`config.mk`:
```
export PLATFORM = sky130hd
export DESIGN_NAME = frame_stream_scheduler
export DESIGN_NICKNAME = d
export VERILOG_FILES = /design/src/rtl/frame_stream_scheduler.sv
export SDC_FILE = /design/constraint.sdc
export NUM_CORES = 1
export LEC_CHECK = 0
export BUFFER_PORTS_ARGS = -buffer_cell sky130_fd_sc_hd__clkbuf_2
export CAP_MARGIN = 10
export CORE_ASPECT_RATIO = 0.6
export CORE_MARGIN = 2
export CORE_UTILIZATION = 62
export CTS_CLUSTER_DIAMETER = 120
export CTS_CLUSTER_SIZE = 16
export DETAILED_ROUTE_END_ITERATION = 7
export MAX_ROUTING_LAYER = met4
export PLACE_DENSITY = 0.95
export SLEW_MARGIN = 40
export SYNTH_ARGS = -nofsm -noshare
export SYNTH_HDL_FRONTEND = slang
export SYNTH_SLANG_ARGS = --single-unit
export TNS_END_PERCENT = 10
```
`constraint.sdc`:
```
create_clock -name clk -period 9.2 [get_ports clk]
set_clock_uncertainty 0.15 [all_clocks]
set_input_delay 0.46 -clock clk [delete_from_list [all_inputs] [get_ports clk]]
set_output_delay 0.46 -clock clk [all_outputs]
set_load 0.005 [all_outputs]
```
`src/rtl/frame_stream_scheduler.sv`:
```
// Frame-granular scheduler: tracks FIFO level, throttles producer writes, streams reads in whole frames.
// Latency: write gating is combinational; PRIME->STREAM takes one cycle after the level reaches the start mark.
// Backpressure: wr_ready_o drops at the high mark until the level falls to the release mark; reads wait on rd_ready_i/empty.
module frame_stream_scheduler #(
  parameter int FRAME_SIZE   = 1280,
  parameter int UPPER_FRAMES = 10,
  parameter int LOWER_FRAMES = 2,
  parameter int CNT_W        = 21
) (
  input  logic             clk,
  input  logic             reset,
  input  logic             enable_i,
  input  logic             wr_req_i,
  output logic             wr_ready_o,
  output logic             fifo_wr_en_o,
  input  logic             rd_ready_i,
  output logic             fifo_rd_en_o,
  input  logic             fifo_full_i,
  input  logic             fifo_empty_i,
  output logic [CNT_W-1:0] fill_count_o,
  output logic             throttle_o,
  output logic [1:0]       state_o,
  output logic [15:0]      frames_sent_o
);

  localparam int WPOS_W = (FRAME_SIZE > 1) ? $clog2(FRAME_SIZE) : 1;

  // Level thresholds in words
  localparam logic [CNT_W-1:0] HI    = CNT_W'(UPPER_FRAMES * FRAME_SIZE);
  localparam logic [CNT_W-1:0] REL   = CNT_W'((UPPER_FRAMES - 1) * FRAME_SIZE);
  localparam logic [CNT_W-1:0] START = CNT_W'((LOWER_FRAMES + 1) * FRAME_SIZE);
  localparam logic [CNT_W-1:0] LO    = CNT_W'(LOWER_FRAMES * FRAME_SIZE);
  localparam logic [WPOS_W-1:0] LAST_POS = WPOS_W'(FRAME_SIZE - 1);

  typedef enum logic [1:0] {
    IDLE   = 2'd0,
    PRIME  = 2'd1,
    STREAM = 2'd2
  } state_t;

  state_t            r_state;
  state_t            w_state_next;
  logic [CNT_W-1:0]  r_fill_count;
  logic [CNT_W-1:0]  w_count_next;
  logic              r_throttle;
  logic [WPOS_W-1:0] r_wpos;
  logic [15:0]       r_frames_sent;
  logic              w_wr_ready;
  logic              w_wr_en;
  logic              w_rd_en;
  logic              w_last_word;

  // Producer side never depends on FSM state, only on throttle and FIFO full
  assign w_wr_ready   = !r_throttle && !fifo_full_i;
  assign w_wr_en      = wr_req_i && w_wr_ready;
  assign w_count_next = r_fill_count + {{(CNT_W-1){1'b0}}, w_wr_en}
                                     - {{(CNT_W-1){1'b0}}, w_rd_en};
  assign w_last_word  = w_rd_en && (r_wpos == LAST_POS);

  // Next-state and read-enable decode; frame boundaries are the only exit from STREAM
  always_comb begin
    w_state_next = r_state;
    w_rd_en      = 1'b0;
    case (r_state)
      IDLE: begin
        if (enable_i) w_state_next = PRIME;
      end
      PRIME: begin
        // A disable wins over reaching the start level
        if (!enable_i)                  w_state_next = IDLE;
        else if (r_fill_count >= START) w_state_next = STREAM;
      end
      STREAM: begin
        // Non-zero level check keeps the counter from underflowing
        w_rd_en = rd_ready_i && !fifo_empty_i && (r_fill_count != '0);
        if (w_last_word) begin
          if (!enable_i)               w_state_next = IDLE;
          else if (w_count_next <= LO) w_state_next = PRIME;
          else                         w_state_next = STREAM;
        end
      end
      default: w_state_next = IDLE;
    endcase
  end

  // FSM state register
  always_ff @(posedge clk or negedge reset) begin
    if (!reset) r_state <= IDLE;
    else        r_state <= w_state_next;
  end

  // Word level and throttle hysteresis, both driven from the post-transfer level
  always_ff @(posedge clk or negedge reset) begin
    if (!reset) begin
      r_fill_count <= '0;
      r_throttle   <= 1'b0;
    end else begin
      r_fill_count <= w_count_next;
      if (w_count_next >= HI)       r_throttle <= 1'b1;
      else if (w_count_next <= REL) r_throttle <= 1'b0;
    end
  end

  // Position within the current frame and completed-frame count
  always_ff @(posedge clk or negedge reset) begin
    if (!reset) begin
      r_wpos        <= '0;
      r_frames_sent <= '0;
    end else if (w_rd_en) begin
      if (w_last_word) begin
        r_wpos        <= '0;
        r_frames_sent <= r_frames_sent + 16'd1;
      end else begin
        r_wpos <= r_wpos + WPOS_W'(1);
      end
    end
  end

  assign wr_ready_o    = w_wr_ready;
  assign fifo_wr_en_o  = w_wr_en;
  assign fifo_rd_en_o  = w_rd_en;
  assign fill_count_o  = r_fill_count;
  assign throttle_o    = r_throttle;
  assign state_o       = r_state;
  assign frames_sent_o = r_frames_sent;

endmodule

```
After elaboration in Yosys (flattened, before gate mapping) --
Cells that the tools add are included.
Word-level totals: logic and storage cells 43, flip-flop bits (word level) 51
Cells by class: add/sub/neg operators 4, magnitude comparators 4, mux-type cells 11, reductions and logical operators 13, eq/ne operators 6
Operator list (number):
- 21-bit by 1-bit adder with 21-bit output | 1
- 21-bit by 12-bit >= comparator with 1-bit output (second input constant) | 1
- 21-bit by 14-bit >= comparator with 1-bit output (second input constant) | 1
- 21-bit by 12-bit less-or-equal comparator with 1-bit output (second input constant) | 1
- 21-bit by 14-bit less-or-equal comparator with 1-bit output (second input constant) | 1
- 21-bit nonzero test | 1
- 21-bit by 1-bit subtractor with 21-bit output | 1
- 16-bit by 1-bit adder with 16-bit output (second input constant) | 1
- 2-bit two-way mux | 6
- 11-bit by 1-bit adder with 11-bit output (second input constant) | 1
- 11-bit equality test (second input constant) | 1
- 11-bit two-way mux | 1
- 2-bit one-hot mux with 3 select lines | 1
- 1-bit logical AND | 5
- 2-bit inequality test (second input constant) | 2
- 1-bit logical NOT | 3
- 1-bit two-way mux | 3
- 3-bit inequality test (second input constant) | 1
- 3-bit AND reduction | 1
- 2-bit by 1-bit equality test with 1-bit output (second input constant) | 1
- 2-bit equality test (second input constant) | 1
- 2-bit logical NOT | 1
- 2-bit AND reduction | 1
- 2-bit nonzero test | 1

Longest topological paths before layout --
Gate-level depths: netlist of the first run.
depth in word-level cells 10, mapped depth 21, gate-level depth less buffers 21

Least setup slack after synthesis of the first run --
No wires, ideal clock.
path type reg2reg, from register r_fill_count[2], in the netlist fill_count_o[2], to register r_state[0], in the netlist state_o[0], data arrival time 4.222 ns, slack 4.761 ns, stages on the path, launching flop included 22, library setup time 0.067 ns, buffers on the path 0, cells stage by stage dfrtp_1 inv_1 ha_1 nand4b_1 nor4_1 nand3_1 nand4b_1 inv_1 ha_1 inv_1 ha_1 inv_1 fa_1 nor2b_1 o211ai_1 a211oi_2 nor3_2 or3_1 a211o_1 nor4_2 nor4b_4 a41o_1
Between the ends: cells in the longest elaborated chain, start to end 9, elaborated cells between the ends (all ways) 15, those cells by class add/sub: 2; order compare: 2; eq/ne: 2; mux: 5; reduce/logical: 4
Ends and longest elaborated chain:
- from (decl) | RTL line 43 | logic [CNT_W-1:0] r_fill_count;
- from (signal assigned) | RTL line 98 | r_fill_count <= w_count_next;
- 21-bit nonzero test (*) | RTL line 75 | w_rd_en = rd_ready_i && !fifo_empty_i && (r_fill_count != '0);
- 1-bit logical AND (*) | RTL line 75
- 1-bit two-way mux (*) | RTL line 64 | case (r_state)
- via fifo_rd_en_o | RTL line 17 | output logic fifo_rd_en_o,
- 21-bit by 1-bit subtractor with 21-bit output | RTL line 57 | - {{(CNT_W-1){1'b0}}, w_rd_en};
- 21-bit by 12-bit less-or-equal comparator with 1-bit output | RTL line 78 | else if (w_count_next <= LO) w_state_next = PRIME;
- 2-bit two-way mux | RTL line 78
- 2-bit two-way mux | RTL line 77 | if (!enable_i) w_state_next = IDLE;
- 2-bit two-way mux | RTL line 76 | if (w_last_word) begin
- 2-bit one-hot mux with 3 select lines | RTL line 64
- to (signal assigned) | RTL line 89 | else r_state <= w_state_next;
- to (decl) | RTL line 41 | state_t r_state;
Mark *: on every way through the listed nets, which the timed path passes. The rest lies on a longest branch. The select of a mux whose other input is x is not followed. A chain may end at the register's enable or synchronous reset.

Worst setup path in the final report of the first run --
from register r_fill_count[6], in the netlist fill_count_o[6], to register r_state[0], in the netlist state_o[0]
Between the ends: cells in the longest elaborated chain, start to end 9, elaborated cells between the ends (all ways) 15, those cells by class add/sub: 2; order compare: 2; eq/ne: 2; mux: 5; reduce/logical: 4
Ends and longest elaborated chain:
- parallel branches: the longest is 3 deep, another holds 21-bit by 1-bit adder with 21-bit output
- 21-bit by 1-bit subtractor with 21-bit output (*) | RTL line 57
- via w_count_next[17] | RTL line 44 | logic [CNT_W-1:0] w_count_next;
- 21-bit by 12-bit less-or-equal comparator with 1-bit output (*) | RTL line 78
- 2-bit two-way mux (*) | RTL line 78
- 2-bit two-way mux (*) | RTL line 77
- 2-bit two-way mux (*) | RTL line 76
- 2-bit one-hot mux with 3 select lines (*) | RTL line 64
Mark *: on every way through the listed nets, which the timed path passes. The select of a mux whose other input is x is not followed.

==> results.yml, run 1 <==
synth:
  avgSynthCellArea_um2: 9.478
  synth_cell_type_count: 58
  synthCells: 367
  netlist_area_um2: 3478
  yosys_warnings: 0
  synth-seq-area-share_pct: 36.69
  async_reset_ff_share_pct: 100.0
  synth_ff_type: "dfrtp_1"
  synth_top_cell_area_share_pct: 36.69
  synthTopCellsByArea: "dfrtp_1, ha_1, xnor2_1, inv_1, xor2_1"
  synth_nets: 416
  synth-edff-count: 0
  ys_seq_elements: 51
  synth_top_cell_by_area: "dfrtp_1"
  synthMostInstantiatedCell: "dfrtp_1"
  synth_common_cells: "dfrtp_1, ha_1, inv_1"
global_route:
  grt_first_pass_wirelength_um: 13750
  track_usage_pct: 30.24
  overflow: 0
  grt_pass1_vias: 2750
  grt_max_degree: 52
  antenna_found_initial: 0
finish:
  area_growth_pct: 12.45
  drive_above_1_share_pct: 16.59
  n_fill_cell: 412
  register_area_um2: 1276
  multiInputGateArea_um2: 2029
  diodes: 0
  nNetsFinal: 470
detailed_routing:
  dr.pass1.iters: 5
  wl_per_cell_um: 17.84
  wl_um: 8758
  drc: 0
  drtIter0Drc: 355
  postRouteAntennaNets: 0
  via_count: 2983
  vias_per_cell: 6.075
critical_path:
  cp_data_arrival_time_ns: 5.42
  worst_r2r_path_depth: 19
  reg2reg_from: "fill_count_o[6]"
  worstSetupPathType: "register to register"
  cp-start-kind: "register"
  r2r_end: "state_o[0]"
  reg2reg_setup_slack_ns: 3.89
  worstPathRequired_ns: 9.31
  worstPathMaxFanout: 8
  end_kind: "register"
floorplanning:
  core_area_um2: 5492
  ios: 50
  die_h_um: 62.02
  die_w_um: 100.7
  dieArea_um2: 6245
  start_util_pct: 63.34
  rows: 21
outcome:
  outcome: "finished clean"
placement:
  place_hpwl_um: 6831
  gp_congestion: 1.004
  io_buffer_count: 49
timing:
  fin_crit_ns: 5.313
  worst_pin_slew_ns: 0.6573
  tns_ns: 0
  max_slew_margin_pct: 55.04
  slew_viol_final: 0
  fin_crit_sh_pct: 57.75
  fmax_ghz: 0.1882
  setup_viol: 0
  rsz0062_at_grt: "false"
  hold_viol_final: 0
clocking:
  ctsHtreeMaxLevel: 2
  cts_tree: "done"
  clk_path_buf_depth: 2
  cts_hold_buffers: 0
  clockRootBuffer: "clkbuf_8"
  numCtsBuffers: 5
  clock_sinks: 51
  clk_latency_ns: 0.31
  path_clk_slew_ns: 0.10
  cts_resized: 0
  postCtsSetupRepairBufs: 0
job:
  maxCapViolations: 0
worst_hold_path:
  hp-class: "input port to async pin"
[layer usage]
metal	up-vias	wire [um]	track usage (%)
li1	1382	-	-
met1	1432	3962	43.16
met2	152	3691	42.48
met3	17	979	8.389
met4	0	125	7.632
met5	-	0	-
[registers in the layout, indices dropped and copies added (netlist names)]
name / cells
throttle_o: 1
r_wpos: 11
state_o: 2
fill_count_o: 21
frames_sent_o: 16
[critical path, stage by stage, from the launching register on]
cell and delay (ns):
dfrtp_1 0.41, inv_1 0.09, ha_1 0.17, nand4b_1 0.13
nor4_1 0.37, nand3_1 0.12, nand4b_1 0.27, inv_1 0.17
ha_1 0.28, inv_1 0.07, ha_1 0.22, a21oi_1 0.32
o21ai_1 0.18, o21ai_2 0.30, nand2_1 0.24, a2111oi_0 0.65
xnor2_1 0.21, nor4_2 0.39, nor4b_4 0.29, a41o_1 0.20
[cell families after synthesis]
group                    after synthesis  share of synthesized area, %
AND/OR/NAND/NOR                      117                         18.45
AO/OA/AOI/OAI                         72                         14.17
flip-flops                            51                         36.69
buffers and inverters                 44                         4.964
adder cells (fa/ha/maj)               42                         15.32
XOR/XNOR                              40                         10.07
multiplexers                           1                        0.3237
[layout make-up]
class / instances / area share, %
well taps: 69 / 2.207
inverters: 41 / 3.935
multi-input cells: 272 / 51.89
repair buffers: 50 / 6.462
flip-flops and latches: 51 / 32.63
clock buffers: 5 / 1.759
clock inverters: 3 / 1.120
[worst max-delay path by stage]
stage | slack (ns) | cells past startpoint | startpoint | endpoint
6_report | 3.89 | 19 | fill_count_o[6] | state_o[0]
5_1_grt | 3.57 | 19 | fill_count_o[18] | state_o[1]
4_1_cts | 4.05 | 19 | fill_count_o[6] | state_o[1]
3_5_place_dp | 4.12 | 19 | fill_count_o[6] | state_o[0]
3_3_place_gp | 4.28 | 21 | fill_count_o[6] | state_o[0]
2_1_floorplan | 4.76 | 21 | fill_count_o[2] | state_o[0]
[per-stage QoR]
stage	hold WS (ns)	std cells	setup WS (ns)	utilization, %	area (um^2)
after floorplan	0.01441	367	4.761	-	3478
after global placement	0.3064	483	4.277	69.17	3799
after detailed placement	0.3139	483	4.121	69.17	3799
after CTS	0.1205	491	4.054	71.22	3911
after global routing	0.1700	491	3.573	71.22	3911
final	0.09863	491	3.887	71.22	3911
[placed cells by master, fill, tap and decap left out, types with 2 or more instances in the layout]
cell,count
dfrtp_1,51
clkbuf_2,49
inv_1,41
ha_1,41
nand2_1,30
xnor2_1,24
nor2_1,20
a21oi_1,17
xor2_1,16
nand3_1,16
o21ai_0,11
nor2b_1,8
a31oi_1,5
nor3_1,5
clkbuf_8,5
nand4_1,4
or3_1,4
and3_1,4
o31ai_1,4
nand2b_1,4
o211ai_1,4
o21bai_1,3
a21boi_0,3
nand4b_1,3
o21a_1,3
a2111oi_0,3
a211o_1,2
nand3b_1,2
nor4_1,2
a211oi_1,2
nor3b_1,2
a21o_1,2
a311oi_1,2
nor2_2,2
Power of run 1 is not shown: default switching activity piles up to over one toggle a cycle in this logic, so the estimate is an artifact.
==> run 2, diff against run 1 <==
--- a/config.mk
+++ b/config.mk
@@ -9,12 +9,12 @@
 export CAP_MARGIN = 10
 export CORE_ASPECT_RATIO = 0.6
 export CORE_MARGIN = 2
-export CORE_UTILIZATION = 62
+export CORE_UTILIZATION = 52
 export CTS_CLUSTER_DIAMETER = 120
 export CTS_CLUSTER_SIZE = 16
 export DETAILED_ROUTE_END_ITERATION = 7
 export MAX_ROUTING_LAYER = met4
-export PLACE_DENSITY = 0.95
+export PLACE_DENSITY = 0.86
 export SLEW_MARGIN = 40
 export SYNTH_ARGS = -nofsm -noshare
 export SYNTH_HDL_FRONTEND = slang
==> constraint.sdc (replaced) <==
create_clock -name clk -period 4.81 [get_ports clk]
set_clock_uncertainty 0.15 [all_clocks]
set_input_delay 0.2405 -clock clk [delete_from_list [all_inputs] [get_ports clk]]
set_output_delay 0.2405 -clock clk [all_outputs]
set_load 0.005 [all_outputs]
==> run 2 against run 1 <==
Net effect: non-clock buffer count is 36 higher; final cell count is 11% higher; worst hold slack got worse by 0.033 ns; critical endpoint unchanged; critical path type unchanged.
==> results.yml, run 2 (synthesis gave the netlist of run 1 again) <==
clocking:
  clk_latency_ns: 0.31
  clockRootBuffer: "clkbuf_8"
  clk_path_buf_depth: 2
  path_clk_slew_ns: 0.10
  clock_sinks: 51
  cts_tree: "done"
  ctsHtreeMaxLevel: 2
  numCtsBuffers: 5
timing:
  max_slew_margin_pct: 55.85
  fmax_ghz: 0.2147
  setup_viol: 0
  slew_viol_final: 0
  fin_crit_ns: 4.658
  worst_slack_ns: 0.1521
  worst_pin_slew_ns: 0.6537
  hold_viol_final: 0
  fin_crit_sh_pct: 96.84
floorplanning:
  rows: 23
  core_area_um2: 6561
  dieArea_um2: 7381
  start_util_pct: 53.01
  die_h_um: 67.35
  die_w_um: 109.6
  ios: 50
finish:
  final_cell_mix: "dfrtp_1, clkbuf_2, ha_1"
  drive_above_1_share_pct: 27.95
  largest_reg_flops: 21
  final_cells: 545
  area_growth_pct: 23.53
  utilization_pct: 65.48
  diodes: 0
  nNetsFinal: 506
  layout_commonest_cell: "dfrtp_1"
critical_path:
  cp_data_arrival_time_ns: 4.76
  cp-start-kind: "register"
  end_kind: "register"
  reg2reg_from: "fill_count_o[17]"
  worst_r2r_path_depth: 21
  crit_start: "fill_count_o[17]"
  worstPathMaxFanout: 4
  worstPathRequired_ns: 4.92
  worstSetupPathType: "register to register"
global_route:
  track_usage_pct: 25.01
  grt_first_pass_wirelength_um: 13660
  grt_pass1_vias: 2786
  overflow: 0
  antenna_found_initial: 0
  grt_max_degree: 52
detailed_routing:
  via_count: 3108
  wl_um: 9234
  vias_per_cell: 5.703
  dr.pass1.iters: 5
  drtIter0Drc: 225
  postRouteAntennaNets: 0
  wl_per_cell_um: 16.94
  drc: 0
placement:
  post-place-cells: 504
  gp_congestion: 0.9347
  place_hpwl_um: 6411
  io_buffer_count: 49
  place_ws_ns: -0.1464
worst_hold_path:
  hp-class: "input port to register"
  min_from: "enable_i"
  worstHoldPathCells: 3
job:
  maxCapViolations: 0
outcome:
  outcome: "finished clean"
[run 2: metrics by stage]
stage	setup TNS (ns)	cell area, um^2	hold WS, ns
after floorplan	0	3478	-0.2051
after global placement	0	3844	0.2362
after detailed placement	-0.2715	3844	0.2489
after CTS	0	4066	0.03686
after global routing	-0.3696	4297	0.07403
final	0	4297	0.06608
[run 2: final timing paths]
| kind | end | slack, ns |
|---|---|---|
| max | state_o[0] | 0.15 |
| max reg2reg | state_o[0] | 0.15 |
| min in group asynchronous | fill_count_o[12] | 0.43 |
| max in group asynchronous | fill_count_o[11] | 3.64 |
| min | state_o[1] | 0.07 |
| min reg2reg | frames_sent_o[15] | 0.34 |
[run 2: final cells by class]
class | instances | area, um^2
flip-flops and latches | 51 | 1276
repair buffers | 86 | 525.5
well taps | 87 | 108.9
clock inverters | 2 | 16.27
inverters | 41 | 153.9
fillers | 512 | 2265
clock buffers | 6 | 82.58
multi-input cells | 272 | 2133
[run 2: critical path, cell delays in order (launching register included)]
cell      delay (ns)
dfrtp_1         0.43
inv_2           0.13
ha_4            0.14
nand4_1         0.23
nor4_4          0.25
nand3_1         0.14
nand4b_1        0.15
inv_2           0.07
ha_4            0.23
inv_1           0.05
ha_2            0.18
inv_2           0.04
fa_2            0.37
nor2b_2         0.14
o211ai_1        0.16
a211oi_2        0.34
nor3_4          0.09
or3_1           0.31
a211o_1         0.30
nor4_4          0.25
nor4b_4         0.26
a41o_1          0.19
[run 2: per-layer routing]
| layer | vias up | track usage (%) | part of all wire [%] |
|---|---|---|---|
| met4 | 0 | 6.646 | 1.0 |
| li1 | 1460 | - | - |
| met2 | 132 | 35.34 | 45 |
| met5 | - | - | 0 |
| met1 | 1504 | 35.94 | 47 |
| met3 | 12 | 5.888 | 7.0 |
[run 2: timing repair]
item / 4_1_cts / 5_1_grt
pin swaps: 4 / 14
endpoints found under the hold margin: 51 / 0
gates resized for setup: 6 / 25
gates cloned: 0 / 0
endpoints found under the setup margin: 3 / 3
hold buffers: 1 / 0
buffers inserted: 12 / 20
Power of run 2 is left out for the same reason.
